===== src/rtl/mips_control_pc_sequencer_pkg.sv =====
`default_nettype none
// ============================================================================
// Packages : Data_Control_Control
//            Mips_Control_Type_Signal_Pc_Signal_Action
//            Mips_Control_Type_Signal_Pc_Sequencer_State
// Purpose  : Shared types for the fetch-stage PC sequencer.
//            - clock/reset bundle carried on the ctrl port
//            - PC action code (None/Inc/Branch/Jump/JumpR)
//            - sequencer state encoding (BOOT/RUN/PEND, 2 bits)
// Revision : 1.0 - initial release
// ============================================================================
package Data_Control_Control;
  // Clock is sampled on its rising edge; Reset is asynchronous, active-low.
  typedef struct packed {
    logic Clock;
    logic Reset;
  } Data_Control_Control_T;
endpackage

package Mips_Control_Type_Signal_Pc_Signal_Action;
  typedef enum logic [2:0] {
    None   = 3'd0,
    Inc    = 3'd1,
    Branch = 3'd2,
    Jump   = 3'd3,
    JumpR  = 3'd4
  } Mips_Control_Type_Signal_Pc_Signal_Action_T;

  // Only these codes describe a real redirect.
  function automatic logic is_redirect(input Mips_Control_Type_Signal_Pc_Signal_Action_T k);
    return (k == Branch) || (k == Jump) || (k == JumpR);
  endfunction
endpackage

package Mips_Control_Type_Signal_Pc_Sequencer_State;
  typedef enum logic [1:0] {
    BOOT = 2'd0,
    RUN  = 2'd1,
    PEND = 2'd2
  } Mips_Control_Type_Signal_Pc_Sequencer_State_T;
endpackage
`default_nettype wire


===== src/rtl/mips_control_pc_sequencer_hold.sv =====
`default_nettype none
// ============================================================================
// Module   : mips_control_pc_sequencer_hold
// Purpose  : Capture register for a blocked redirect (kind + operands).
// Ports    : clk, rst_n (async active-low clear), i_load (capture enable),
//            i_kind/i_offset/i_jump/i_jumpr -> o_kind/o_offset/o_jump/o_jumpr
// Revision : 1.0 - initial release
// ============================================================================
module mips_control_pc_sequencer_hold
  import Mips_Control_Type_Signal_Pc_Signal_Action::*;
#(
  parameter int ADDR_W   = 32,
  parameter int OFFSET_W = 16,
  parameter int JUMP_W   = 26
) (
  input  logic                                       clk,
  input  logic                                       rst_n,
  input  logic                                       i_load,
  input  Mips_Control_Type_Signal_Pc_Signal_Action_T i_kind,
  input  logic [OFFSET_W-1:0]                        i_offset,
  input  logic [JUMP_W-1:0]                          i_jump,
  input  logic [ADDR_W-1:0]                          i_jumpr,
  output Mips_Control_Type_Signal_Pc_Signal_Action_T o_kind,
  output logic [OFFSET_W-1:0]                        o_offset,
  output logic [JUMP_W-1:0]                          o_jump,
  output logic [ADDR_W-1:0]                          o_jumpr
);

  Mips_Control_Type_Signal_Pc_Signal_Action_T r_kind;
  logic [OFFSET_W-1:0]                        r_offset;
  logic [JUMP_W-1:0]                          r_jump;
  logic [ADDR_W-1:0]                          r_jumpr;

  always_ff @(posedge clk or negedge rst_n) begin
    if (!rst_n) begin
      r_kind   <= None;
      r_offset <= '0;
      r_jump   <= '0;
      r_jumpr  <= '0;
    end else if (i_load) begin
      r_kind   <= i_kind;
      r_offset <= i_offset;
      r_jump   <= i_jump;
      r_jumpr  <= i_jumpr;
    end
  end

  assign o_kind   = r_kind;
  assign o_offset = r_offset;
  assign o_jump   = r_jump;
  assign o_jumpr  = r_jumpr;

endmodule
`default_nettype wire


===== src/rtl/mips_control_pc_sequencer.sv =====
`default_nettype none
// ============================================================================
// Module   : mips_control_pc_sequencer
// Purpose  : Per-cycle fetch PC sequencer. Chooses the PC action, drives the
//            redirect operands, and holds a redirect that cannot issue
//            (stall or memory not ready) until the pipeline advances.
// Ports    : ctrl (Clock/Reset), imemReady, stall, reqValid, reqKind,
//            reqOffset, reqJump, reqJumpr -> action, offset, jump, jumpr,
//            fetchValid, flush, reqDrop, stallCount
// Revision : 1.0 - initial release
// ============================================================================
module mips_control_pc_sequencer
  import Data_Control_Control::*;
  import Mips_Control_Type_Signal_Pc_Signal_Action::*;
  import Mips_Control_Type_Signal_Pc_Sequencer_State::*;
#(
  parameter int ADDR_W     = 32,
  parameter int OFFSET_W   = 16,
  parameter int JUMP_W     = 26,
  parameter int DELAY_SLOT = 1,
  parameter int COUNT_W    = 16
) (
  input  Data_Control_Control_T                      ctrl,
  input  logic                                       imemReady,
  input  logic                                       stall,
  input  logic                                       reqValid,
  input  Mips_Control_Type_Signal_Pc_Signal_Action_T reqKind,
  input  logic [OFFSET_W-1:0]                        reqOffset,
  input  logic [JUMP_W-1:0]                          reqJump,
  input  logic [ADDR_W-1:0]                          reqJumpr,
  output Mips_Control_Type_Signal_Pc_Signal_Action_T action,
  output logic [OFFSET_W-1:0]                        offset,
  output logic [JUMP_W-1:0]                          jump,
  output logic [ADDR_W-1:0]                          jumpr,
  output logic                                       fetchValid,
  output logic                                       flush,
  output logic                                       reqDrop,
  output logic [COUNT_W-1:0]                         stallCount
);

  localparam logic c_FLUSH = (DELAY_SLOT == 0);

  logic w_clk;
  logic w_rst_n;
  assign w_clk   = ctrl.Clock;
  assign w_rst_n = ctrl.Reset;

  Mips_Control_Type_Signal_Pc_Sequencer_State_T r_state;
  Mips_Control_Type_Signal_Pc_Sequencer_State_T w_state_nxt;

  logic                                       w_advance;
  logic                                       w_req;
  logic                                       w_load;
  logic                                       w_redir;
  logic                                       w_use_hold;
  Mips_Control_Type_Signal_Pc_Signal_Action_T w_hold_kind;
  logic [OFFSET_W-1:0]                        w_hold_offset;
  logic [JUMP_W-1:0]                          w_hold_jump;
  logic [ADDR_W-1:0]                          w_hold_jumpr;
  logic [COUNT_W-1:0]                         r_stall_cnt;

  assign w_advance = imemReady & ~stall;
  // A request carrying None/Inc is not a redirect and is ignored entirely.
  assign w_req     = reqValid & is_redirect(reqKind);

  always_ff @(posedge w_clk or negedge w_rst_n) begin
    if (!w_rst_n) r_state <= BOOT;
    else          r_state <= w_state_nxt;
  end

  always_comb begin
    w_state_nxt = r_state;
    action      = None;
    fetchValid  = 1'b0;
    w_redir     = 1'b0;
    reqDrop     = 1'b0;
    w_load      = 1'b0;
    w_use_hold  = 1'b1;
    case (r_state)
      BOOT: begin
        w_state_nxt = RUN;
      end
      RUN: begin
        fetchValid = 1'b1;
        w_use_hold = 1'b0;
        if (w_req) begin
          if (w_advance) begin
            action  = reqKind;
            w_redir = 1'b1;
          end else begin
            w_load      = 1'b1;
            w_state_nxt = PEND;
          end
        end else if (w_advance) begin
          action = Inc;
        end
      end
      PEND: begin
        fetchValid = 1'b1;
        // Only one redirect can be outstanding; a second one is lost.
        reqDrop    = w_req;
        if (w_advance) begin
          action      = w_hold_kind;
          w_redir     = 1'b1;
          w_state_nxt = RUN;
        end
      end
      default: begin
        w_state_nxt = BOOT;
      end
    endcase
  end

  assign flush = w_redir & c_FLUSH;

  mips_control_pc_sequencer_hold #(
    .ADDR_W   (ADDR_W),
    .OFFSET_W (OFFSET_W),
    .JUMP_W   (JUMP_W)
  ) u_hold (
    .clk      (w_clk),
    .rst_n    (w_rst_n),
    .i_load   (w_load),
    .i_kind   (reqKind),
    .i_offset (reqOffset),
    .i_jump   (reqJump),
    .i_jumpr  (reqJumpr),
    .o_kind   (w_hold_kind),
    .o_offset (w_hold_offset),
    .o_jump   (w_hold_jump),
    .o_jumpr  (w_hold_jumpr)
  );

  // RUN passes decode operands straight through; BOOT/PEND show the capture
  // register, which is all-zero while reset is held.
  assign offset = w_use_hold ? w_hold_offset : reqOffset;
  assign jump   = w_use_hold ? w_hold_jump   : reqJump;
  assign jumpr  = w_use_hold ? w_hold_jumpr  : reqJumpr;

  always_ff @(posedge w_clk or negedge w_rst_n) begin
    if (!w_rst_n) begin
      r_stall_cnt <= '0;
    end else if ((r_state == RUN || r_state == PEND) && !w_advance &&
                 (r_stall_cnt != {COUNT_W{1'b1}})) begin
      r_stall_cnt <= r_stall_cnt + 1'b1;
    end
  end

  assign stallCount = r_stall_cnt;

endmodule
`default_nettype wire


===== config.mk =====
export PLATFORM = sky130hd
export DESIGN_NAME = mips_control_pc_sequencer
export DESIGN_NICKNAME = d
export VERILOG_FILES = /design/src/rtl/mips_control_pc_sequencer_pkg.sv /design/src/rtl/mips_control_pc_sequencer_hold.sv /design/src/rtl/mips_control_pc_sequencer.sv
export SDC_FILE = /design/constraint.sdc
export NUM_CORES = 1
export LEC_CHECK = 0
export ABC_CLOCK_PERIOD_IN_PS = 1700
export BUFFER_PORTS_ARGS = -buffer_cell sky130_fd_sc_hd__buf_2
export CORE_MARGIN = 5
export CORE_UTILIZATION = 45
export CTS_CLUSTER_DIAMETER = 200
export CTS_CLUSTER_SIZE = 8
export DETAILED_ROUTE_END_ITERATION = 8
export GPL_TIMING_DRIVEN = 0
export PLACE_DENSITY = 0.83
export SYNTH_ARGS = -nofsm -noshare
export SYNTH_HDL_FRONTEND = slang
export SYNTH_SLANG_ARGS = --single-unit
export TNS_END_PERCENT = 10

===== constraint.sdc =====
create_clock -name ctrl -period 1.7 [get_ports ctrl]
set_input_delay 0.17 -clock ctrl [delete_from_list [all_inputs] [get_ports ctrl]]
set_output_delay 0.17 -clock ctrl [all_outputs]
set_load 0.1 [all_outputs]

**Word level (Yosys, flattened, before mapping)**

Cells that the tools add are included.

- Flip-flop bits (word level): 95
- Latch bits: 0
- Memory bits (writable): 0
- Bits in read-only memories: 0
- Input bits: 82
- Output and inout bits: 96
- Word-level logic and storage cells: 45
- Memories: 0

- Add/sub/neg operators: 1
- $mul: 0
- Divide/modulo/power cells: 0
- Order comparisons: 0
- Equal/unequal tests: 9
- Shift-type cells: 0
- Mux-type cells: 17
- Bitwise operators: 3
- Reductions and logical operators: 9

Operator list:

| cell | number |
|---|---|
| 2-to-1 mux 32 bit | 1 |
| 2-to-1 mux 26 bit | 1 |
| adder 16 x 1 -> 16 bit, second input constant | 1 |
| 2-to-1 mux 16 bit | 1 |
| != test 16 bit, second input constant | 1 |
| 2-to-1 mux 3 bit | 3 |
| == test 3 x 2 -> 1 bit, second input constant | 2 |
| 2-to-1 mux 1 bit | 6 |
| 2-to-1 mux 2 bit | 3 |
| != test 2 bit, second input constant | 3 |
| case mux 2 bit (3 select lines) | 1 |
| case mux 3 bit (2 select lines) | 1 |
| == test 3 bit, second input constant | 1 |
| logical OR 1 bit | 3 |
| AND reduction 3 bit | 1 |
| bitwise AND 1 bit | 2 |
| == test 2 x 1 -> 1 bit, second input constant | 1 |
| == test 2 bit, second input constant | 1 |
| logical AND 1 bit | 2 |
| logical NOT 2 bit | 1 |
| OR reduction 2 bit | 1 |
| logical NOT 1 bit | 1 |
| inverter 1 bit | 1 |

**Depth between registers and ports, before layout**

Gate-level depths: netlist of the first run.

- Depth after elaboration: 6
- Mapped depth: 8
- Gate-level depth less buffers: 5

**Hierarchy**

Synthesis of the first run repeated with hierarchy kept, for this count alone.

- Cell total of the unflattened synthesis: 355
- Area, all modules: 4991.0 um^2

By module, submodules not included:

| module | instances | cells each | area an instance (um^2) | sequential area each (um^2) |
|---|---|---|---|---|
| mips_control_pc_sequencer_hold | 1 | 163 | 2994.1 | 1926.8 |
| mips_control_pc_sequencer | 1 | 192 | 1996.9 | 450.4 |

**Least setup slack after synthesis of the first run**

Ideal clock, no wire load.

- Path kind: register to output
- Start point: register r_state[1]
- End point: output port action[0]
- Arrival time: 2853 ps
- Data required time: 1530 ps
- Setup slack: -1323 ps
- Cell stages (with the launch flop): 5
- Path buffers: 0
- Cells stage by stage: dfrtp_1 > inv_1 > ha_1 > nand3b_1 > nor2_1

- Cells in the longest elaborated chain, start to end: 2
- Elaborated cells between the ends (all ways): 3
- Those cells by class: eq/ne: 2; mux: 1

RTL lines:

| element | line | source |
|---|---|---|
| start: declaration | mips_control_pc_sequencer.sv:48 | `Mips_Control_Type_Signal_Pc_Sequencer_State_T r_state;` |
| start signal: assignment | mips_control_pc_sequencer.sv:68 | `else r_state <= w_state_nxt;` |
| == test 2 bit or == test 2 x 1 -> 1 bit (tied branches) | mips_control_pc_sequencer.sv:79 | `case (r_state)` |
| case mux 3 bit (2 select lines) (*) | mips_control_pc_sequencer.sv:79 |  |
| end: declaration | mips_control_pc_sequencer.sv:31 | `output Mips_Control_Type_Signal_Pc_Signal_Action_T action,` |

Every way passes the cells marked *; elsewhere a longest branch is shown, timed or not.

**Worst setup path in the final report of the first run**

- Start point: register r_state[1]
- End point: output port offset[6]

- Cells in the longest elaborated chain, start to end: 2

RTL lines:

| element | line | source |
|---|---|---|
| == test 2 x 1 -> 1 bit | mips_control_pc_sequencer.sv:79 |  |
| 2-to-1 mux 16 bit | mips_control_pc_sequencer.sv:136 | `assign offset = w_use_hold ? w_hold_offset : reqOffset;` |
| end: declaration | mips_control_pc_sequencer.sv:32 | `output logic [OFFSET_W-1:0] offset,` |

Every way passes these cells.

==> results of run 1 <==
metrics by stage:
stage          TNS, ns  cells  cell area (um2)  utilization
6_report        -36.05    711             7700        0.716
2_1_floorplan    -7.68    355             5000            -
3_3_place_gp    -52.03    670             6050        0.563
5_1_grt         -44.64    711             7700        0.716
3_5_place_dp    -56.58    670             6050        0.563
4_1_cts         -35.53    708             7450        0.693
how the worst min path moves through the flow:
stage	slack, ns	startpoint	to
after floorplan	-0.30	ctrl[0]	r_state[0]
final	-0.36	ctrl[0]	u_hold.o_jumpr[18]
after global placement	-0.30	ctrl[0]	r_state[0]
after global routing	-0.37	ctrl[0]	u_hold.o_jumpr[19]
after CTS	-0.35	ctrl[0]	u_hold.o_jumpr[19]
after detailed placement	-0.30	ctrl[0]	r_state[0]
Yosys cell counts (2+ instances only):
cell        n  area, um2
mux2_2    133       1500
dfrtp_1    95       2380
mux2_4     19        285
xor2_1     13        114
clkbuf_1   10       37.5
nand2_1    10       37.5
nor3_1      7       35.0
buf_2       6       30.0
nor2_1      6       22.5
ha_1        5       62.6
inv_1       5       18.8
nand4_1     4       25.0
nor4_1      4       25.0
and3_1      3       18.8
buf_6       3       33.8
a22oi_1     2       15.0
a32oi_1     2       17.5
nand3_1     2       10.0
nand3b_1    2       15.0
nor3b_1     2       15.0
o21ai_0     2       10.0
xnor2_1     2       17.5
layout make-up:
cell class              count  share of cell area
well taps                 140              0.0228
repair buffers            186               0.230
flip-flops and latches     95               0.315
inverters                   5             0.00244
clock buffers              21              0.0362
clock inverters            10              0.0125
plain buffers              19              0.0442
multi-input cells         235               0.337
sequential cells by signal, indices dropped and copies added (netlist names):
name and cells:
u_hold.o_jumpr 32, u_hold.o_jump 26, stallCount 16, u_hold.o_offset 16
u_hold.o_kind 3, r_state 2
placed cells by master, fill, tap and decap left out, types with 6 or more instances in the layout:
cell	Yosys	routed
mux2_2	133	108
buf_2	6	97
dfrtp_1	95	79
buf_6	3	53
mux2_4	19	44
buf_12	0	34
clkbuf_8	0	20
xor2_1	13	13
nand2_1	10	10
dfrtp_4	0	10
clkbuf_16	0	9
buf_4	1	8
nor3_1	7	7
dfrtp_2	0	6
metal layers:
layer	wire (um)	up-vias	global-route usage
met5	0	-	0
met4	481	0	0.161
met3	957	34	0.112
met2	7790	142	0.369
met1	5090	1889	0.211
li1	-	1700	-
timing repair:
action / in CTS / in global routing
endpoints found under the setup margin: 162 / 167
pin swaps: 4 / 1
setup buffers: 7 / 1
gates cloned: 1 / 2
hold endpoints to repair: 0 / 0
resized for setup: 252 / 51
cells by family after synthesis:
logic type	count (synthesis)	share of synthesized area
adder cells (fa/ha/maj)	5	0.0128
flip-flops	95	0.486
AND/OR/NAND/NOR	49	0.0606
multiplexers	152	0.365
other	1	0.000767
AO/OA/AOI/OAI	13	0.0220
XOR/XNOR	15	0.0269
buffers and inverters	25	0.0261
critical path, stage by stage (launching register included):
cell and delay, ns:
dfrtp_1 0.40, inv_2 0.08, ha_4 0.16, clkbuf_16 0.16
clkbuf_16 0.17, mux2_2 0.36, buf_6 0.19
==> impl_metrics.csv, run 1 <==
group,metric,value,unit
run_status,status,"finished with violations",
run_status,violations,"negative hold slack, negative setup slack",
setup_path,start_kind,"flop",
setup_path,r2r-start,"r_state[1]",
setup_path,rr_worst_depth,8,
routing,drt-wirelength-per-cell,20.1,um
floorplanning,initial_utilization,0.455,
synthesis,synth_cell_types,40,
timing,hold_viol,95,
routing,ant_nets,0,
hold_path,hp-class,"clk -> async",
layout,register_area,2420,um2
setup_path,path_max_fanout,10,
global_route,grt_use_total,0.222,
routing,drcViolationCount,0,
setup_path,crit_end,"offset[6]",
layout,fin_nets,647,
clocking,tritoncts,"built",
timing,skew,0.00905,ns
global_route,antenna_found_initial,0,
timing,layout_setup_ws,-0.373,ns
timing,period_needed,2.07,ns
layout,fillers,692,
timing,slew-limit-headroom,0.658,
layout,antennaDiodeCount,0,
layout,final_layout_size_suffix_gt1_frac,0.734,
layout,synthToLayoutAreaGrowth,57.4,%
routing,first_pass_iters,4,
synthesis,synthArstFlopShare,1.00,
timing,finalMaxSlewViolations,0,
setup_path,r2r_end,"u_hold.o_jump[0]",
synthesis,yosysSeqAreaShare,0.486,
global_route,grt_pass1_vias,4508,
floorplanning,die_w,114,um
synthesis,synth_warnings,0,
synthesis,ys.flop_type,"dfrtp_1",
routing,drtIter0Drc,194,
global_route,grt_max_degree,16,
timing,rsz0062_at_grt,"true",
synthesis,syn_area,4890,um2
placed_design,dp_hpwl,8740,um
floorplanning,ios,178,
synthesis,synthesis.nets,442,
setup_path,rrSetupSlack,-0.31,ns
floorplanning,die_h,114,um
setup_path,worst_setup_path_end_kind,"primary output",
synthesis,synth_seq_cells,95,
floorplanning,num_rows,38,
timing,max_freq,0.482,GHz
setup_path,worst_ep_required_time,1.53,ns
timing,worst_slew_pin_slew,0.511,ns
synthesis,synthCells,355,
clocking,hold_buffers,0,
timing,fin_crit_sh,1.22,
routing,num_vias,3765,
timing,whs,-0.362,ns
clocking,clk_pin_slew,0.09,ns
routing,avgViaCountPerCell,5.30,
timing,setup_viol,158,
placed_design,io_buffers,175,
routing,wirelength,14300,um
layout,multi_input_area,2600,um2
global_route,grt_first_pass_wirelength,21600,um
global_route,grt_overflow_total,0,
clocking,worst_skew_pair.late_latency,0.38,ns
placed_design,post-place-ws,-0.555,ns
setup_path,arrival,1.90,ns
flow_run,drv_cap,0,
synthesis,synth_edf_count,0,
floorplanning,die_area,13100,um2
setup_path,crit_path_start,"r_state[1]",
setup_path,crit_type,"reg -> out",
synthesis,avgSynthCellArea,13.8,um2
floorplanning,coreArea,10700,um2
placed_design,gp_congestion,0.760,
Power of run 1 is not shown: default switching activity piles up to over one toggle a cycle in this logic, so the estimate is an artifact.
==> inputs of run 2 (changes only) <==
ABC_CLOCK_PERIOD_IN_PS = 1790   (was 1700)
MAX_ROUTING_LAYER = met4   (was unset)
TNS_END_PERCENT = 20   (was 10)
clock period = 1.79 ns   (was 1.7 ns; I/O delays follow)
==> run 2 against run 1 <==
  * The flow still finishes with violations (negative hold slack, negative setup slack)
  * Sequential share of layout area is 1.1 points lower
  * Register-to-register slack better by 0.21 ns
  * Clock skew is 0.0059 ns higher
  * Non-clock buffer count is 2 higher
  * First-iteration DRC count is 23% lower
  * Cell area is 3.7% higher
  * Count of clock-buffer cells in the layout is 3 higher
  * Flip-flop and latch count stayed put
  * Worst hold slack hardly changed
  * Critical path depth stayed put
  * Core utilization is 2.6 points higher
  * Cell count is 0.28% higher
==> impl_metrics.csv, run 2 (synthesized netlist as in run 1, its figures left out) <==
group,metric,value,unit
setup_path,arrival,1.90,ns
timing,fin_crit_sh,1.16,
layout,antennaDiodeCount,0,
placed_design,place_area,6050,um2
placed_design,io_buffers,175,
floorplanning,coreArea,10700,um2
timing,slew-limit-headroom,0.643,
timing,skew,0.0149,ns
clocking,clk_pin_slew,0.10,ns
timing,whs,-0.361,ns
setup_path,worst_ep_required_time,1.61,ns
timing,worst_slew_pin_slew,0.534,ns
timing,setup_viol,99,
floorplanning,num_rows,38,
timing,finalMaxSlewViolations,0,
timing,rsz0062_at_grt,"true",
clocking,hold_buffers,0,
timing,hold_viol,95,
routing,num_vias,3797,
setup_path,path_max_fanout,10,
clocking,worst_skew_pair.late_latency,0.38,ns
layout,final_area,7980,um2
placed_design,gp_congestion,0.770,
timing,period_needed,2.08,ns
floorplanning,die_area,13100,um2
clocking,tritoncts,"built",
floorplanning,initial_utilization,0.455,
routing,avgViaCountPerCell,5.33,
setup_path,worst_setup_path_end_kind,"primary output",
setup_path,rrSetupSlack,-0.10,ns
layout,largest_reg_flops,32,
routing,drtIter0Drc,149,
routing,wirelength,15000,um
floorplanning,die_w,114,um
hold_path,hp-class,"clk -> async",
global_route,grt_overflow_total,0,
timing,max_freq,0.481,GHz
layout,most-common-layout-cells,"97 x buf_2, 87 x mux2_2, 79 x dfrtp_1, 65 x mux2_4, 49 x buf_12",
flow_run,drv_cap,0,
layout,final_common_cell,"buf_2",
global_route,grt_use_total,0.230,
routing,ant_nets,0,
timing,tns,-19.64,ns
setup_path,start_kind,"flop",
timing,layout_setup_ws,-0.290,ns
routing,drt-wirelength-per-cell,21.1,um
routing,first_pass_iters,4,
setup_path,crit_type,"reg -> out",
global_route,grt_first_pass_wirelength,21900,um
layout,fillers,661,
layout,final_layout_size_suffix_gt1_frac,0.733,
floorplanning,ios,178,
floorplanning,die_h,114,um
run_status,violations,"negative hold slack, negative setup slack",
global_route,grt_pass1_vias,4457,
routing,drcViolationCount,0,
run_status,status,"finished with violations",
layout,fin_nets,649,
placed_design,dp_hpwl,8760,um
global_route,antenna_found_initial,0,
placed_design,post-place-ws,-0.440,ns
global_route,grt_max_degree,15,
layout,synthToLayoutAreaGrowth,63.2,%
-- run 2: layout make-up --
type	count	area [um2]	share of cell area
Sequential cell	95	2420	0.304
Clock inverter	7	114	0.0143
Tap cell	140	175	0.0220
Multi-Input combinational cell	235	2690	0.338
Timing Repair Buffer	188	1950	0.244
Clock buffer	24	300	0.0376
Inverter	5	18.8	0.00235
Buffer	19	309	0.0387
-- run 2: worst max-delay path, cell delays in order (launching register included) --
cell and delay (ns):
dfrtp_1 0.40, inv_2 0.09, ha_4 0.16, clkbuf_16 0.16
clkbuf_16 0.17, mux2_2 0.37, buf_6 0.19
-- run 2: timing repair --
item	CTS	global route
setup buffers	8	1
pin swaps	6	2
gates resized for setup	249	102
hold endpoints to repair	0	0
gates cloned	2	2
setup endpoints to repair	156	166
-- run 2: worst paths after layout --
path	start	endpoint	depth (start not counted)
worst min register to register	stallCount[7]	stallCount[7]	1
worst max-delay path	r_state[1]	jumpr[25]	6
worst max register to register	r_state[1]	u_hold.o_jumpr[27]	7
worst min-delay path	ctrl[0]	u_hold.o_jumpr[14]	2
max in group asynchronous	ctrl[0]	stallCount[1]	2
min in group ctrl	reqJumpr[17]	u_hold.o_jumpr[17]	2
-- run 2: per-layer routing --
layer	vias up	part of all wire	routed length (um)	global-route usage
met5	-	0	0	-
met4	0	0.025	369	0.161
met3	30	0.055	821	0.0941
met2	141	0.54	8130	0.366
met1	1918	0.38	5710	0.228
li1	1708	-	-	-
-- run 2: per-stage QoR --
step / hold WS, ns / util / instances
after floorplan: -0.296 / - / 355
after global placement: -0.296 / 0.563 / 670
after detailed placement: -0.296 / 0.563 / 670
after CTS: -0.328 / 0.700 / 710
after global routing: -0.348 / 0.743 / 713
final: -0.361 / 0.743 / 713
Power of run 2 is left out for the same reason.
